<file path="src/rtl/multi_sync_filt.sv">
// multi_sync_filt: per-channel synchroniser, stability filter, edge pulses and sticky event flags
module multi_sync_filt #(
  parameter int CHANNELS    = 4,
  parameter int SYNC_STAGES = 2,
  parameter int FILT_CYCLES = 4,
  parameter bit RST_VAL     = 1'b0,
  parameter int EVT_MODE    = 2
) (
  input  logic                clk,
  input  logic                rst_n,
  input  logic [CHANNELS-1:0] async_in,
  output logic [CHANNELS-1:0] sig_out,
  output logic [CHANNELS-1:0] rise_p,
  output logic [CHANNELS-1:0] fall_p,
  input  logic [CHANNELS-1:0] evt_clr,
  output logic [CHANNELS-1:0] evt_flag
);
  localparam int CW = (FILT_CYCLES > 0) ? $clog2(FILT_CYCLES + 1) : 1;
  logic [SYNC_STAGES-1:0][CHANNELS-1:0] sync;
  logic [CHANNELS-1:0] synced, sig_out_d, evt_set;
  assign synced = sync[SYNC_STAGES-1];
  // plain flop chain per channel, stage 0 samples the raw input
  always_ff @(posedge clk or negedge rst_n)
    if (!rst_n) sync <= {(SYNC_STAGES*CHANNELS){RST_VAL}};
    else sync <= {sync[SYNC_STAGES-2:0], async_in};
  if (FILT_CYCLES == 0) begin : g_byp
    logic [CHANNELS-1:0] q;
    // filter bypassed: register the synced level every cycle
    always_ff @(posedge clk or negedge rst_n)
      if (!rst_n) q <= {CHANNELS{RST_VAL}};
      else q <= synced;
    assign sig_out = q;
  end else begin : g_filt
    for (genvar i = 0; i < CHANNELS; i++) begin : g_ch
      logic [CW-1:0] cnt;
      logic q;
      // count consecutive mismatching cycles; adopt the synced level on the last one
      always_ff @(posedge clk or negedge rst_n)
        if (!rst_n) begin
          cnt <= '0;
          q   <= RST_VAL;
        end else if (synced[i] == q) cnt <= '0;
        else if (cnt == CW'(FILT_CYCLES - 1)) begin
          cnt <= '0;
          q   <= synced[i];
        end else cnt <= cnt + 1'b1;
      assign sig_out[i] = q;
    end
  end
  assign rise_p  = sig_out & ~sig_out_d;
  assign fall_p  = ~sig_out & sig_out_d;
  assign evt_set = (EVT_MODE == 0) ? rise_p : (EVT_MODE == 1) ? fall_p : (rise_p | fall_p);
  // delayed copy for edge detection; sticky flags where a new event beats a clear
  always_ff @(posedge clk or negedge rst_n)
    if (!rst_n) begin
      sig_out_d <= {CHANNELS{RST_VAL}};
      evt_flag  <= '0;
    end else begin
      sig_out_d <= sig_out;
      evt_flag  <= evt_set | (evt_flag & ~evt_clr);
    end
endmodule
</file>
<file path="config.mk">
export PLATFORM = sky130hd
export DESIGN_NAME = multi_sync_filt
export DESIGN_NICKNAME = d
export VERILOG_FILES = /design/src/rtl/multi_sync_filt.sv
export SDC_FILE = /design/constraint.sdc
export NUM_CORES = 1
export LEC_CHECK = 0
export ABC_AREA = 1
export CORE_MARGIN = 1.5
export CORE_UTILIZATION = 50
export DETAILED_ROUTE_END_ITERATION = 7
export HOLD_SLACK_MARGIN = 0.05
export PLACE_DENSITY = 0.79
export SLEW_MARGIN = 20
export SYNTH_ARGS = -nofsm -noshare
export SYNTH_HDL_FRONTEND = slang
export SYNTH_SLANG_ARGS = --single-unit
export TNS_END_PERCENT = 10
</file>
<file path="constraint.sdc">
create_clock -name clk -period 1 [get_ports clk]
set_input_delay 0.2 -clock clk [delete_from_list [all_inputs] [get_ports clk]]
set_output_delay 0.2 -clock clk [all_outputs]
set_load 0.03 [all_outputs]
</file>
* Word level (Yosys, flattened, before mapping)
Cells that the tools add are included.
** Storage, ports and cells
- Bits in registers :: 32
- Input port bits :: 10
- Output and inout bits :: 16
- Logic and storage cells :: 48
** Operators by class
- Add/sub/neg operators :: 4
- Equal/unequal tests :: 8
- Multiplexer cells :: 8
- Bitwise operators :: 12
- Reduce and logical (&&, ||, !) cells :: 4
** Operator list (number)
- 3-bit two-way mux :: 8
- 3-bit by 1-bit adder with 3-bit output, second input constant :: 4
- 4-bit AND :: 3
- 3-bit by 2-bit == test with 1-bit output, second input constant :: 4
- 4-bit NOT :: 3
- 4-bit OR :: 2
- 2-bit AND reduction :: 4
- 1-bit == test :: 4
- 1-bit NOT :: 4

* Logic depth before layout (Yosys ltp)
- Depth after elaboration :: 4
- Mapped depth :: 4
- Mapped depth without buffers :: 4

* Worst setup path after synthesis
No wires, ideal clock.
- Path type :: register to output
- Start point :: reg g_filt.g_ch[0].q
- End point :: out fall_p[0]
- Arrival :: 0.793 ns
- Data required time :: 0.800 ns
- Path slack :: 0.007 ns
- Cell stages (with the launch flop) :: 3
- Buffers on the path :: 0
- Cell sequence :: dfrtp_1 > inv_2 > ha_1
** Between the ends
- Word-level cells in the longest chain between the ends :: 2
** Ends and longest elaborated chain
- start, declared :: line 36 : logic q;
- start signal, assigned :: line 45 : q <= synced[i];
- 4-bit NOT :: line 51 : assign fall_p = ~sig_out & sig_out_d;
- 4-bit AND :: line 51
- end, declared :: line 14 : output logic [CHANNELS-1:0] fall_p,
No other way between the ends.

* Worst setup path in the final report
- Start point :: reg sig_out_d[2]
- End point :: out rise_p[2]
** Between the ends
- Word-level cells in the longest chain between the ends :: 2
** Ends and longest elaborated chain
- start, declared :: line 20 : logic [CHANNELS-1:0] synced, sig_out_d, evt_set;
- start signal, assigned :: line 56 : sig_out_d <= {CHANNELS{RST_VAL}};
- start signal, assigned :: line 59 : sig_out_d <= sig_out;
- 4-bit NOT :: line 50 : assign rise_p = sig_out & ~sig_out_d;
- 4-bit AND :: line 50
- end, declared :: line 13 : output logic [CHANNELS-1:0] rise_p,
No other way between the ends.

==> results.md <==
* Period utilisation layout at 1.29
* Die area at slightly below 3000 µm²
* Final Setup Violations at 19
* Height of the die at ~54 µm
* Final core occ at 0.732
* Flop pwr share at 0.358
* Fillers at about 190
* CP required at about 0.8 ns
* Max-slew violation count at 0
* Fraction of layout cells with a size suffix above 1 at 0.318
* Routed length per instance at roughly 12 µm
* Antenna Diode Count at 0
* CTS tree: done
* Slew @ Worst Pin at 0.170 ns
* Register bit total from synthesis at 32
* Critical R2R Launch: g_filt.g_ch[1].q
* Net Switching at around 2100 µW
* Die width at 54.4 µm
* Initial antenna violation count at 0
* Worst setup path endpoint: rise_p[2]
* RSZ-0062 raised after global routing: true
* PD cells at between 2000 and 3000 nW/µm²
* Crit path depth at 3
* Syn Nets at 154
* Fin worst setup slack at -0.294 ns
* Synth warnings at 0
* Slew headroom at 0.887
* Vias in the first global route at 880
* GP Congestion at about 0.7
* First-pass GRT wire length at roughly 3.5 mm
* Synthesized cell area at around 1300 µm²
* Type of the worst setup path: flip-flop to output port
* HP Class: input pin to asynchronous set/reset pin
* Seq/Total Area, Yosys at 0.607
* Reg2Reg Depth at 6
* Max Fclk at 773 MHz
* Root Driver: clkbuf_4
* Synth top area share at 0.607
* Slowest Stage Delay on Critical Path at approximately 0.42 ns
* MaxCap Viol Count at 0
* Post-synth EDFFs at 0
* H-tree depth reported by CTS at 2
* Clk buf depth at 2
* Logic gate share of total power at 0.499
* Worst Clk Skew at roughly 0.0028 ns
* Worst path buffer plus inverter count at 2
* Final nets at roughly 190
* Dpl hpwl at 1.63 mm
* Reg2reg end: g_filt.g_ch[1].cnt[0]
* Endpoints failing hold at 0
* Clk pwr share at 0.144
* Initial drt markers at 8
* Critical path endpoint category: output port
* Outcome: complete, but fails checks
* # placed instances at 188
* Total grt overflow at 0
* Final instance area at 1810 µm²
* Initial core utilization at 0.532
* Failing checks: setup timing
* Top delay family on crit path: flip-flops
* # clock sinks at 32
* Crit-path slowest cell: dfrtp_1
* Fin crit period at 1.29 ns
* Vias per std cell at roughly 4.6
* Post-synth ARST share at 1.00
* Switching share of power at 0.392
* Crit path launch type: flip-flop
* Mapped Cells at approximately 130
* Vias post-DR at a little over 900
* Pre-antenna DRT Iters at 4
* Static leakage at 0.000942 µW
* Cell Area, Placed at 1590 µm²
* Most frequent cells after synthesis: dfrtp_1, nand2_1, inv_1, ha_1, nor2_1
* Yosys top cell by area: dfrtp_1
* Ys flop type: dfrtp_1
* Row count at 18
* Routed wire length at between 2 and 2.5 mm
* Setup_tns at -3.27 ns
* GRT Overall Usage at 0.175
* Finished Layout Cells at 200
* Worst Path Arrival at 1.09 ns
* Count leader, synth: dfrtp_1
* Average cell area after synthesis at around 10 µm²
* FF-to-FF setup slack at -0.01 ns
* Worst-path maximum fanout at 2
* Largest net degree at the start of global routing at 33
* Top cells by area, synth: dfrtp_1, ha_1, nand2_1
* Layout area overhead at 37.5%
* Setup crit start: sig_out_d[2]
* PortBufs at 25
* Core region area at 2480 µm²
* Internal at about 3300 µW
* Post-synth cell types at 10
* Worst-path cell chain: inv_1 -> ha_2 -> buf_6
* Clock-pin slew on the worst setup and hold paths at about 0.090 ns
* Detail Route Antenna Nets at 0
* Worst-Skew Late Latency at approximately 0.31 ns
* Inserted Clock Buffers at 5
* Io pins at 26
* DRC Markers at 0
* Peak VDD IR at 2140 µV
-- per-stage QoR --
step | hold slack, ns | power (µW) | worst slack [ns]
after floorplan | -0.0956 | 3410 | 0.00674
after global placement | 0.332 | 3980 | 0.0505
after detailed placement | 0.344 | 4120 | 0.0201
after CTS | 0.234 | 5330 | -0.319
after global routing | 0.254 | 5770 | -0.349
final | 0.247 | 5410 | -0.294
-- registers in the layout, summed over array words and instances, names as in the netlist --
register	count
g_filt.g_ch.cnt	12
evt_flag	4
g_filt.g_ch.q	4
sig_out_d	4
sync	4
synced	4
-- routing by layer --
metal / share of wire / GRT usage / vias to the layer above
met3: 0.033 / 0.0656 / 0
met1: 0.40 / 0.184 / 452
met5: 0 / 0 / -
met2: 0.57 / 0.323 / 17
met4: 0 / 0.0500 / 0
li1: - / - / 459
-- cell usage in the layout (no fill, tap or decap) --
cell type / netlist / layout
buf_6: 0 / 17
nand2_1: 31 / 28
clkbuf_4: 0 / 5
ha_2: 0 / 4
buf_12: 0 / 1
ha_1: 12 / 6
nor2_1: 12 / 9
ha_4: 0 / 2
inv_1: 24 / 24
buf_4: 4 / 8
nor2_2: 0 / 3
o21ai_0: 4 / 4
dfrtp_1: 32 / 32
nand2_4: 0 / 2
clkbuf_8: 0 / 2
nand3_1: 4 / 4
clkdlybuf4s50_1: 0 / 9
nand2_2: 5 / 6
inv_2: 4 / 4
-- worst register-to-register path, stage by stage (launching register included) --
cell,delay [ns]
dfrtp_1,0.42
inv_2,0.07
buf_4,0.13
buf_4,0.12
nand2_1,0.06
nand2_2,0.07
nor2_1,0.08
-- how the worst min path moves through the flow --
stage | from | end | slack [ns] | cells after the start
final | rst_n | evt_flag[0] | 0.25 | 2
after detailed placement | sync[1] | synced[1] | 0.34 | 0
after floorplan | rst_n | evt_flag[0] | -0.1 | 0
after global routing | rst_n | g_filt.g_ch[2].cnt[0] | 0.25 | 2
after global placement | sync[0] | synced[0] | 0.33 | 0
after CTS | rst_n | evt_flag[3] | 0.23 | 2
-- cells by family after synthesis --
family	count (synthesis)	share of synthesized area
AO/OA/AOI/OAI	4	0.0152
adder cells (fa/ha/maj)	12	0.114
buffers and inverters	32	0.102
flip-flops	32	0.607
AND/OR/NAND/NOR	52	0.161
-- final cells by class --
cell class | instances | area, µm² | area share
sequential | 32 | 801 | 0.442
multi-input combinational | 68 | 443 | 0.244
timing repair buffer | 35 | 362 | 0.199
inverter | 28 | 105 | 0.0580
clock buffer | 7 | 65.1 | 0.0359
tap | 30 | 37.5 | 0.0207
-- timing repair --
action / CTS / global route
pin swaps: 1 / 1
setup endpoints to repair: 16 / 28
hold buffers: 0 / 0
buffers inserted: 4 / 1
resized for setup: 23 / 10
-- power groups by stage --
stage | logic [µW] | registers (µW) | clock network (µW)
6_report | 2700 | 1930 | 777
2_1_floorplan | 1330 | 2070 | 0
5_1_grt | 2930 | 1980 | 855
3_5_place_dp | 2180 | 1940 | 0
3_3_place_gp | 2080 | 1900 | 0
4_1_cts | 2590 | 1930 | 806
(Power assumes the default switching activity.)
